### config.mk
export PLATFORM = sky130hd
export DESIGN_NAME = led_status_encoder
export DESIGN_NICKNAME = d
export VERILOG_FILES = /design/src/rtl/led_status_encoder.sv
export SDC_FILE = /design/constraint.sdc
export NUM_CORES = 1
export LEC_CHECK = 0
export ABC_AREA = 1
export BUFFER_PORTS_ARGS = -buffer_cell sky130_fd_sc_hd__buf_4
export CAP_MARGIN = 20
export CORE_UTILIZATION = 60
export DETAILED_ROUTE_END_ITERATION = 6
export PLACE_DENSITY = 0.75
export SKIP_CTS_REPAIR_TIMING = 1
export SLEW_MARGIN = 10
export SYNTH_ARGS = -nofsm -noshare
export SYNTH_HDL_FRONTEND = slang
export SYNTH_SLANG_ARGS = --single-unit
### constraint.sdc
create_clock -name clk_input -period 2.7 [get_ports clk_input]
set_input_delay 0.54 -clock clk_input [delete_from_list [all_inputs] [get_ports clk_input]]
set_output_delay 0.54 -clock clk_input [all_outputs]
set_load 0.02 [all_outputs]
### src/rtl/led_status_encoder.sv
// Purpose: picks one board status code by fixed priority and blinks it on the LED
//          as N pulses plus a long gap, or a slow heartbeat when everything is healthy.
// Latency: LED/code registered; a status change reaches the latched code within 2 cycles
//          from IDLE or from an aborted heartbeat.
// Backpressure: none; free-running source for the LED pin.
// Ports:
//   clk_input      - single clock for the block
//   rst_n          - synchronous active-low reset
//   ddr_calib_done - level, DDR3 calibration complete
//   sd_init_done   - level, SD card initialised
//   sd_err         - SD write/CRC error, captured as sticky
//   frame_pulse    - one-cycle pulse per CMOS frame
//   LED            - LED drive, active-high
//   code           - status code currently being displayed
module led_status_encoder #(
  parameter int unsigned TICK_DIV      = 2500000,
  parameter int unsigned ON_TICKS      = 10,
  parameter int unsigned OFF_TICKS     = 10,
  parameter int unsigned GAP_TICKS     = 50,
  parameter int unsigned HEART_TICKS   = 25,
  parameter int unsigned FRAME_TIMEOUT = 50
) (
  input  logic       clk_input,
  input  logic       rst_n,
  input  logic       ddr_calib_done,
  input  logic       sd_init_done,
  input  logic       sd_err,
  input  logic       frame_pulse,
  output logic       LED,
  output logic [2:0] code
);

  localparam int unsigned MAX_A = (ON_TICKS > OFF_TICKS) ? ON_TICKS : OFF_TICKS;
  localparam int unsigned MAX_B = (MAX_A > GAP_TICKS) ? MAX_A : GAP_TICKS;
  localparam int unsigned MAX_T = (MAX_B > 2 * HEART_TICKS) ? MAX_B : 2 * HEART_TICKS;
  localparam int TW = $clog2(MAX_T + 1);
  localparam int PW = (TICK_DIV > 1) ? $clog2(TICK_DIV) : 1;
  localparam int AW = $clog2(FRAME_TIMEOUT + 1);

  localparam logic [PW-1:0] PRE_LAST   = PW'(TICK_DIV - 1);
  localparam logic [TW-1:0] ON_LAST    = TW'(ON_TICKS - 1);
  localparam logic [TW-1:0] OFF_LAST   = TW'(OFF_TICKS - 1);
  localparam logic [TW-1:0] GAP_LAST   = TW'(GAP_TICKS - 1);
  localparam logic [TW-1:0] HEART_LAST = TW'(2 * HEART_TICKS - 1);
  localparam logic [TW-1:0] HEART_HALF = TW'(HEART_TICKS);
  localparam logic [AW-1:0] AGE_MAX    = AW'(FRAME_TIMEOUT);

  typedef enum logic [2:0] {S_IDLE, S_ON, S_OFF, S_GAP, S_HEART} state_t;

  state_t        state_q, state_d;
  logic [2:0]    code_q, code_d;
  logic [2:0]    pulses_q, pulses_d;
  logic          led_q, led_d;
  logic          err_q, err_d;
  logic [PW-1:0] fpre_q, fpre_d;
  logic [PW-1:0] spre_q, spre_d;
  logic [TW-1:0] tcnt_q, tcnt_d;
  logic [AW-1:0] age_q, age_d;

  logic       f_tick;
  logic       seq_tick;
  logic       err_rise;
  logic [2:0] next_code;

  // Frame-staleness timer on its own free-running prescaler; a frame pulse
  // beats a simultaneous tick.
  always_comb begin
    f_tick = (fpre_q == PRE_LAST);
    fpre_d = f_tick ? '0 : fpre_q + PW'(1);
    age_d  = age_q;
    if (frame_pulse) begin
      age_d = '0;
    end else if (f_tick && (age_q != AGE_MAX)) begin
      age_d = age_q + AW'(1);
    end
  end

  // Error rise is taken straight from the input so the abort lands on the same
  // edge the sticky bit sets; the following IDLE then already sees code 4.
  assign err_d    = err_q | sd_err;
  assign err_rise = sd_err & ~err_q;

  always_comb begin
    if (err_q) begin
      next_code = 3'd4;
    end else if (!ddr_calib_done) begin
      next_code = 3'd1;
    end else if (!sd_init_done) begin
      next_code = 3'd2;
    end else if (age_q == AGE_MAX) begin
      next_code = 3'd3;
    end else begin
      next_code = 3'd0;
    end
  end

  assign seq_tick = (spre_q == PRE_LAST);

  always_comb begin
    state_d  = state_q;
    code_d   = code_q;
    pulses_d = pulses_q;
    unique case (state_q)
      S_IDLE: begin
        code_d   = next_code;
        pulses_d = 3'd0;
        state_d  = (next_code == 3'd0) ? S_HEART : S_ON;
      end
      S_ON: begin
        if (seq_tick && (tcnt_q == ON_LAST)) begin
          state_d  = S_OFF;
          pulses_d = pulses_q + 3'd1;
        end
      end
      S_OFF: begin
        if (seq_tick && (tcnt_q == OFF_LAST)) begin
          state_d = (pulses_q == code_q) ? S_GAP : S_ON;
        end
      end
      S_GAP: begin
        if (seq_tick && (tcnt_q == GAP_LAST)) begin
          state_d = S_IDLE;
        end
      end
      S_HEART: begin
        // Any fault pre-empts the heartbeat immediately.
        if (next_code != 3'd0) begin
          state_d = S_IDLE;
        end else if (seq_tick && (tcnt_q == HEART_LAST)) begin
          state_d = S_IDLE;
        end
      end
      default: state_d = S_IDLE;
    endcase
    if (err_rise) begin
      state_d  = S_IDLE;
      code_d   = code_q;
      pulses_d = pulses_q;
    end
  end

  // Sequence timing restarts on every state change so each state lasts an
  // exact whole number of ticks.
  always_comb begin
    if (state_d != state_q) begin
      spre_d = '0;
      tcnt_d = '0;
    end else begin
      spre_d = seq_tick ? '0 : spre_q + PW'(1);
      tcnt_d = seq_tick ? tcnt_q + TW'(1) : tcnt_q;
    end
  end

  // LED decoded from next state so the registered output lines up with the state.
  always_comb begin
    led_d = 1'b0;
    unique case (state_d)
      S_ON:    led_d = 1'b1;
      S_HEART: led_d = (tcnt_d < HEART_HALF);
      default: led_d = 1'b0;
    endcase
  end

  always_ff @(posedge clk_input) begin
    if (!rst_n) begin
      state_q  <= S_IDLE;
      code_q   <= 3'd0;
      pulses_q <= 3'd0;
      led_q    <= 1'b0;
      err_q    <= 1'b0;
      fpre_q   <= '0;
      spre_q   <= '0;
      tcnt_q   <= '0;
      age_q    <= AGE_MAX;
    end else begin
      state_q  <= state_d;
      code_q   <= code_d;
      pulses_q <= pulses_d;
      led_q    <= led_d;
      err_q    <= err_d;
      fpre_q   <= fpre_d;
      spre_q   <= spre_d;
      tcnt_q   <= tcnt_d;
      age_q    <= age_d;
    end
  end

  assign LED  = led_q;
  assign code = code_q;

endmodule

==> flow_metrics.env, run 1 <==
export IMPL_drc_errors=0
export IMPL_grt_ovfl_total=0
export IMPL_ys_types=38
export IMPL_grt_pass1_wl_um=13000
export IMPL_drt_total_wl_um=7250
export IMPL_nNetsFinal=539
export IMPL_r2r_cells=14
export IMPL_final_util=0.697
export IMPL_crit_type="flip-flop to flip-flop"
export IMPL_top_layer_used="met4"
export IMPL_path_clk_slew_ns=0.07
export IMPL_drtIter0Drc=149
export IMPL_clock_sinks=67
export IMPL_cts_tree="done"
export IMPL_rows=27
export IMPL_crit_fanout=22
export IMPL_n_antenna_cell=0
export IMPL_fmax_mhz=450
export IMPL_ys_warn_count=0
export IMPL_wl_per_cell_um=12.0
export IMPL_fillers=515
export IMPL_met3WireLength_um=286
export IMPL_skew_ns=0.00857
export IMPL_cpMaxStageDelayCell="dfxtp_1"
export IMPL_die_w_um=79.2
export IMPL_wl_met1_um=3440
export IMPL_synth_area_um2=3580
export IMPL_die_area_um2=6270
export IMPL_yosysSeqAreaShare=0.375
export IMPL_synth_area_per_cell_um2=7.03
export IMPL_status="finished, final reports clean"
export IMPL_grt_pass1_vias=3141
export IMPL_grtUsageTotal=0.262
export IMPL_place_congestion=0.899
export IMPL_required_ns=2.97
export IMPL_synth_edff_count=0
export IMPL_ios=10
export IMPL_tns_ns=0
export IMPL_r2r_start="spre_q[0]$_SDFF_PP0_"
export IMPL_antenna_found_initial=0
export IMPL_crit_end="spre_q[19]$_SDFF_PP0_"
export IMPL_reg2reg_slack_ns=0.48
export IMPL_cts_inserted_buffers=9
export IMPL_cp_cell_sequence="ha_1 -> nand2_1 -> nor2_4 -> nand2_4 -> nor2_8 -> nand3_2 -> inv_2 -> nand2_1 -> nand3_1 -> nand2_2 -> a21oi_4 -> nand4_2 -> buf_4 -> nor3_1"
export IMPL_cts_root_buffer="clkbuf_8"
export IMPL_first_pass_iters=4
export IMPL_finalCritPeriodShare=0.824
export IMPL_synthFlopType="dfxtp_1"
export IMPL_hold_violations=0
export IMPL_reg2reg_to="spre_q[19]$_SDFF_PP0_"
export IMPL_holdWs_ns=0.377
export IMPL_max_vdd_ir_drop_mv=0.420
export IMPL_synthArstFlopShare=0
export IMPL_setup_ws_ns=0.476
export IMPL_powerDensity_nw_per_um2=526
export IMPL_setup_viol=0
export IMPL_h_tree_depth=3
export IMPL_slew_viol_final=0
export IMPL_yosys_register_bits=67
export IMPL_start_util=0.634
export IMPL_path_common_cell="nand2_1"
export IMPL_min_period_ns=2.22
export IMPL_cp_start_kind="flip-flop"
export IMPL_area_growth_pct=10.0
export IMPL_detailedPlace_worstSlack_ns=0.502
export IMPL_maxSlewHeadroom=0.537
export IMPL_grt_start_max_net_pins=23
export IMPL_io_buffers=9
export IMPL_critPathMaxStageDelay_ns=0.38
export IMPL_coreArea_um2=5640
export IMPL_ant_nets=0
export IMPL_via_count=3234
export IMPL_clk_latency_ns=0.34
export IMPL_cp_end_kind="flip-flop"
export IMPL_via_per_inst=5.37
export IMPL_cp_data_arrival_time_ns=2.49
export IMPL_netlist_instances=509
export IMPL_cap_violations=0
export IMPL_startpoint="spre_q[0]$_SDFF_PP0_"
export IMPL_syn_nets=522
export IMPL_rsz0062_at_grt="false"
export IMPL_dieHeight_um=79.2
export IMPL_drive_gt1_frac=0.108
export IMPL_worstMarginPinSlew_ns=0.692
export IMPL_wl_met2_um=3450
export IMPL_dp_hpwl_um=5360
export IMPL_clk_path_buf_depth=2
export IMPL_hp_class="input pin to flip-flop"
export IMPL_p_leak_uw=0.00148
## per-stage QoR
step           instance area, um^2  cells  total power (uW)
6_report                      3930    602              2070
3_5_place_dp                  3720    587              1180
5_1_grt                       3930    602              2160
4_1_cts                       3930    602              2080
3_3_place_gp                  3720    587              1180
2_1_floorplan                 3580    509              1150
## routing by layer
| metal | track usage | vias to the layer above |
|---|---|---|
| li1 | - | 1686 |
| met1 | 0.314 | 1486 |
| met2 | 0.453 | 53 |
| met3 | 0.0655 | 9 |
| met5 | 0 | - |
| met4 | 0.0909 | 0 |
## synth_stat cells (2+ instances only)
master / number / area share
nor3_2: 5 / 0.014
inv_1: 71 / 0.075
xor2_1: 18 / 0.044
a21oi_2: 6 / 0.015
nor3b_1: 4 / 0.0084
nand4_1: 21 / 0.037
nand2_1: 98 / 0.10
xnor2_1: 3 / 0.0073
nand2_2: 3 / 0.0052
dfxtp_1: 67 / 0.38
nor3_1: 25 / 0.035
nand3_1: 43 / 0.060
or2_2: 2 / 0.0035
nor4_1: 4 / 0.0070
nor2_1: 78 / 0.082
o21ai_0: 7 / 0.0098
a21oi_1: 13 / 0.018
nor2_4: 3 / 0.0094
nand3b_1: 4 / 0.0084
clkbuf_1: 2 / 0.0021
a31oi_1: 3 / 0.0052
nor2_2: 2 / 0.0035
nand3_2: 2 / 0.0056
inv_2: 3 / 0.0031
a211oi_1: 3 / 0.0063
ha_1: 7 / 0.024
## cells by family after synthesis
kind of cell,Yosys count,share of synthesized area
buffers and inverters,80,0.0871
adders and majority gates,7,0.0245
DFF,67,0.375
xor gates and xnor gates,21,0.0514
and+or+nand+nor,299,0.399
AOI/OAI and AO/OA,35,0.0626
## sequential cells by signal, indices dropped and copies added, names as in the netlist
| name | flops |
|---|---|
| age_q | 6 |
| code | 3 |
| state_q | 3 |
| spre_q | 22 |
| fpre_q | 22 |
| pulses_q | 3 |
| tcnt_q | 6 |
| err_q | 1 |
| LED | 1 |
## worst min-delay path by stage
stage | start | to | slack, ns | cells past startpoint
after global placement | fpre_q[0]$_SDFF_PP0_ | fpre_q[0]$_SDFF_PP0_ | 0.43 | 1
after CTS | frame_pulse | age_q[0]$_SDFFE_PP0P_ | 0.37 | 2
final | frame_pulse | age_q[0]$_SDFFE_PP0P_ | 0.38 | 2
after global routing | frame_pulse | age_q[0]$_SDFFE_PP0P_ | 0.37 | 2
after floorplan | fpre_q[0]$_SDFF_PP0_ | fpre_q[0]$_SDFF_PP0_ | 0.42 | 1
after detailed placement | fpre_q[0]$_SDFF_PP0_ | fpre_q[0]$_SDFF_PP0_ | 0.44 | 1
## power by group
group | switching [uW] | internal (uW) | total (uW)
logic | 88.6 | 45.1 | 134
registers | 16.3 | 1010 | 1020
clock network | 375 | 537 | 911
## critical path, delay by kind of cell (launching register included)
kind,cells,cell delay [ns]
fa+ha+maj,1,0.18
flops,1,0.38
compound gates,1,0.15
buf+inv,2,0.30
simple gates,10,1.12
## cells in the final DEF (no fill, tap or decap), types with 2 or more instances in the layout
| master | synthesis | layout |
|---|---|---|
| nand3_1 | 43 | 43 |
| bufinv_16 | 0 | 2 |
| buf_4 | 1 | 11 |
| xnor2_1 | 3 | 3 |
| a21oi_2 | 6 | 6 |
| inv_1 | 71 | 71 |
| clkbuf_8 | 0 | 10 |
| nor4_1 | 4 | 4 |
| a31oi_1 | 3 | 3 |
| nor2_1 | 78 | 78 |
| dfxtp_1 | 67 | 67 |
| a211oi_1 | 3 | 3 |
| xor2_1 | 18 | 18 |
| nor3_1 | 25 | 25 |
| clkinv_2 | 0 | 2 |
| o21ai_0 | 7 | 7 |
| ha_1 | 7 | 7 |
| a21oi_1 | 13 | 13 |
| nor2_4 | 3 | 3 |
| nand2_1 | 98 | 98 |
| nand2_2 | 3 | 3 |
| nor3_2 | 5 | 5 |
| inv_2 | 3 | 3 |
| nand4_1 | 21 | 21 |
| nor3b_1 | 4 | 4 |
| nand3_2 | 2 | 2 |
| nand3b_1 | 4 | 4 |
| or2_2 | 2 | 2 |
| nor2_2 | 2 | 2 |
## area by class of cell
| class | count | area [um^2] | share of cell area |
|---|---|---|---|
| multi-input cells | 362 | 1920 | 0.489 |
| flip-flops and latches | 67 | 1340 | 0.341 |
| inverters | 75 | 282 | 0.0716 |
| clock buffers | 10 | 138 | 0.0350 |
| well taps | 72 | 90.1 | 0.0229 |
| repair buffers | 11 | 82.6 | 0.0210 |
| clock inverters | 5 | 77.6 | 0.0197 |
No activity file was read; power rests on OpenSTA's default activity.
==> inputs of run 2 (changes only) <==
ABC_AREA = 0   (was 1)
clock period = 2.2 ns   (was 2.7 ns; I/O delays follow)
==> run 2 against run 1 <==
  * The run now ends with setup timing left
  * Clock-buffer cell count grew 2
  * Via count shrank 14%
  * Largest cell class unchanged
  * Synthesized cell count shrank 27%
  * Wire length shrank 3.3%
==> flow_metrics.env, run 2 <==
export IMPL_ys_types=47
export IMPL_io_buffers=9
export IMPL_cp_cell_sequence="inv_2 -> ha_4 -> nand2b_4 -> or4b_4 -> nor3_4 -> a211oi_2 -> o31a_1 -> o41a_1 -> buf_12 -> nor3_2"
export IMPL_wl_per_cell_um=13.7
export IMPL_tns_ns=-6.92
export IMPL_hold_violations=0
export IMPL_reg2reg_slack_ns=-0.31
export IMPL_yosys_register_bits=67
export IMPL_ios=10
export IMPL_min_from="frame_pulse"
export IMPL_synthFlopType="dfxtp_1"
export IMPL_min_path_cells=2
export IMPL_yosys_top_cells_count="dfxtp_1, nor2_1, xor2_1"
export IMPL_skew_ns=0.00573
export IMPL_die_area_um2=5790
export IMPL_grt_ovfl_total=0
export IMPL_cts_inserted_buffers=9
export IMPL_worstMarginPinSlew_ns=0.442
export IMPL_h_tree_depth=3
export IMPL_violations="setup timing"
export IMPL_syn_nets=386
export IMPL_powerDensity_nw_per_um2=580
export IMPL_min_period_ns=2.51
export IMPL_synth_area_leaders="dfxtp_1, xor2_1, nor2_1"
export IMPL_max_vdd_ir_drop_mv=0.661
export IMPL_area_growth_pct=24.2
export IMPL_via_per_inst=5.47
export IMPL_grt_pass1_vias=2714
export IMPL_critPathTopFamily="simple AND/OR/NAND/NOR gates"
export IMPL_slew_viol_final=0
export IMPL_drive_gt1_frac=0.256
export IMPL_synth_largest_area_cell="dfxtp_1"
export IMPL_rsz0062_at_grt="true"
export IMPL_netlist_instances=373
export IMPL_status="finished, violations left"
export IMPL_seq_power_share=0.525
export IMPL_dp_hpwl_um=5030
export IMPL_swShare=0.236
export IMPL_crit_type="flip-flop to flip-flop"
export IMPL_yosysSeqAreaShare=0.407
export IMPL_cts_root_buffer="clkbuf_8"
export IMPL_via_count=2793
export IMPL_synth_top_area_frac=0.407
export IMPL_clk_latency_ns=0.34
export IMPL_synth_area_per_cell_um2=8.83
export IMPL_hp_class="input pin to flip-flop"
export IMPL_crit_fanout=27
export IMPL_mostFrequentLayoutCell="dfxtp_1"
export IMPL_top_regs="fpre_q x22, spre_q x22"
export IMPL_cts_tree="done"
export IMPL_cpMaxStageDelayCell="or4b_4"
export IMPL_nNetsFinal=449
export IMPL_clock_sinks=67
export IMPL_setup_viol=33
export IMPL_p_int_uw=1810
export IMPL_finalCritPeriodShare=1.14
export IMPL_path_buf_inv=2
export IMPL_critPathMaxStageDelay_ns=0.55
export IMPL_p_leak_uw=0.00163
export IMPL_setup_ws_ns=-0.311
export IMPL_layout_common_cells="dfxtp_1, buf_4, nor2_1, xor2_1, nand2_1"
export IMPL_min_to="age_q[5]$_SDFFE_PN1P_"
export IMPL_drt_total_wl_um=7010
export IMPL_r2r_cells=10
export IMPL_grt_pass1_wl_um=11900
export IMPL_ant_nets=0
export IMPL_fmax_mhz=398
export IMPL_first_pass_iters=4
export IMPL_start_util=0.633
export IMPL_combPwrFrac=0.073
export IMPL_rows=26
export IMPL_required_ns=2.47
export IMPL_clk_path_buf_depth=2
export IMPL_synthArstFlopShare=0
export IMPL_holdWs_ns=0.315
export IMPL_grtUsageTotal=0.261
export IMPL_path_clk_slew_ns=0.07
export IMPL_grt_start_max_net_pins=28
export IMPL_drc_errors=0
export IMPL_antenna_found_initial=0
export IMPL_synth_edff_count=0
export IMPL_yosysMostFrequentCell="dfxtp_1"
export IMPL_cp_data_arrival_time_ns=2.78
export IMPL_maxSlewHeadroom=0.703
export IMPL_cap_violations=0
export IMPL_cp_end_kind="flip-flop"
export IMPL_switching_power_uw=560
export IMPL_die_w_um=76.1
export IMPL_place_congestion=0.902
export IMPL_ys_warn_count=0
export IMPL_reg2reg_to="spre_q[3]$_SDFF_PP0_"
export IMPL_r2r_start="tcnt_q[1]$_SDFF_PN0_"
export IMPL_synth_area_um2=3290
export IMPL_coreArea_um2=5200
export IMPL_dieHeight_um=76.1
export IMPL_clock_power_share=0.401
export IMPL_drtIter0Drc=138
export IMPL_cp_start_kind="flip-flop"
export IMPL_n_antenna_cell=0
-- run 2: cell types whose count changed after synthesis, sizes merged, moves of 12 or more --
| cell | delta |
|---|---|
| nor3 | -12 |
| inv | -66 |
| nand3 | -23 |
| xor2 | +18 |
| nand2 | -73 |
| xnor2 | +14 |
| nor2 | -25 |
-- run 2: cells by family after synthesis --
kind of cell	share of synthesized area
XOR/XNOR	0.141
AND/OR/NAND/NOR	0.314
multiplexers	0.00304
buffers and inverters	0.0315
adder cells (fa/ha/maj)	0.0266
AO/OA/AOI/OAI	0.0764
flip-flops	0.407
-- run 2: final cells by class --
type / count / area (um^2)
flip-flops and latches: 67 / 1350
multi-input cells: 285 / 1940
fillers: 369 / 1120
repair buffers: 65 / 500
clock inverters: 4 / 22.5
clock buffers: 12 / 166
inverters: 8 / 30.0
well taps: 70 / 87.6
-- run 2: metal layers --
layer  vias to the layer above  GRT usage  share of wire
li1                       1423          -              -
met1                      1303      0.323           0.47
met2                        53      0.426           0.47
met3                        14     0.0802          0.047
met4                         0      0.100          0.015
met5                         -          0              0
-- run 2: power by group through the flow --
| stage | clock (uW) | sequential (uW) | combinational [uW] |
|---|---|---|---|
| 3_5_place_dp | 0 | 1270 | 164 |
| 5_1_grt | 1030 | 1250 | 192 |
| 3_3_place_gp | 0 | 1270 | 162 |
| 2_1_floorplan | 0 | 1280 | 95.7 |
| 6_report | 952 | 1250 | 174 |
| 4_1_cts | 973 | 1250 | 166 |
-- run 2: worst max-delay path by stage --
stage / to / from / cells past startpoint
3_3_place_gp: spre_q[13]$_SDFF_PP0_ / tcnt_q[1]$_SDFF_PN0_ / 10
4_1_cts: spre_q[21]$_SDFF_PP0_ / tcnt_q[1]$_SDFF_PN0_ / 10
3_5_place_dp: spre_q[21]$_SDFF_PP0_ / tcnt_q[1]$_SDFF_PN0_ / 10
6_report: spre_q[3]$_SDFF_PP0_ / tcnt_q[1]$_SDFF_PN0_ / 10
5_1_grt: spre_q[3]$_SDFF_PP0_ / tcnt_q[1]$_SDFF_PN0_ / 10
2_1_floorplan: spre_q[0]$_SDFF_PP0_ / tcnt_q[1]$_SDFF_PN0_ / 11
-- run 2: per-stage QoR --
step / util / total power [uW] / cells / cell area [um^2] / setup WS, ns
final: 0.786 / 2370 / 511 / 4090 / -0.311
after global routing: 0.786 / 2470 / 511 / 4090 / -0.407
after CTS: 0.774 / 2380 / 510 / 4030 / -0.328
after detailed placement: 0.737 / 1440 / 494 / 3840 / -0.293
after global placement: 0.737 / 1430 / 494 / 3840 / -0.194
after floorplan: - / 1370 / 373 / 3330 / -0.246
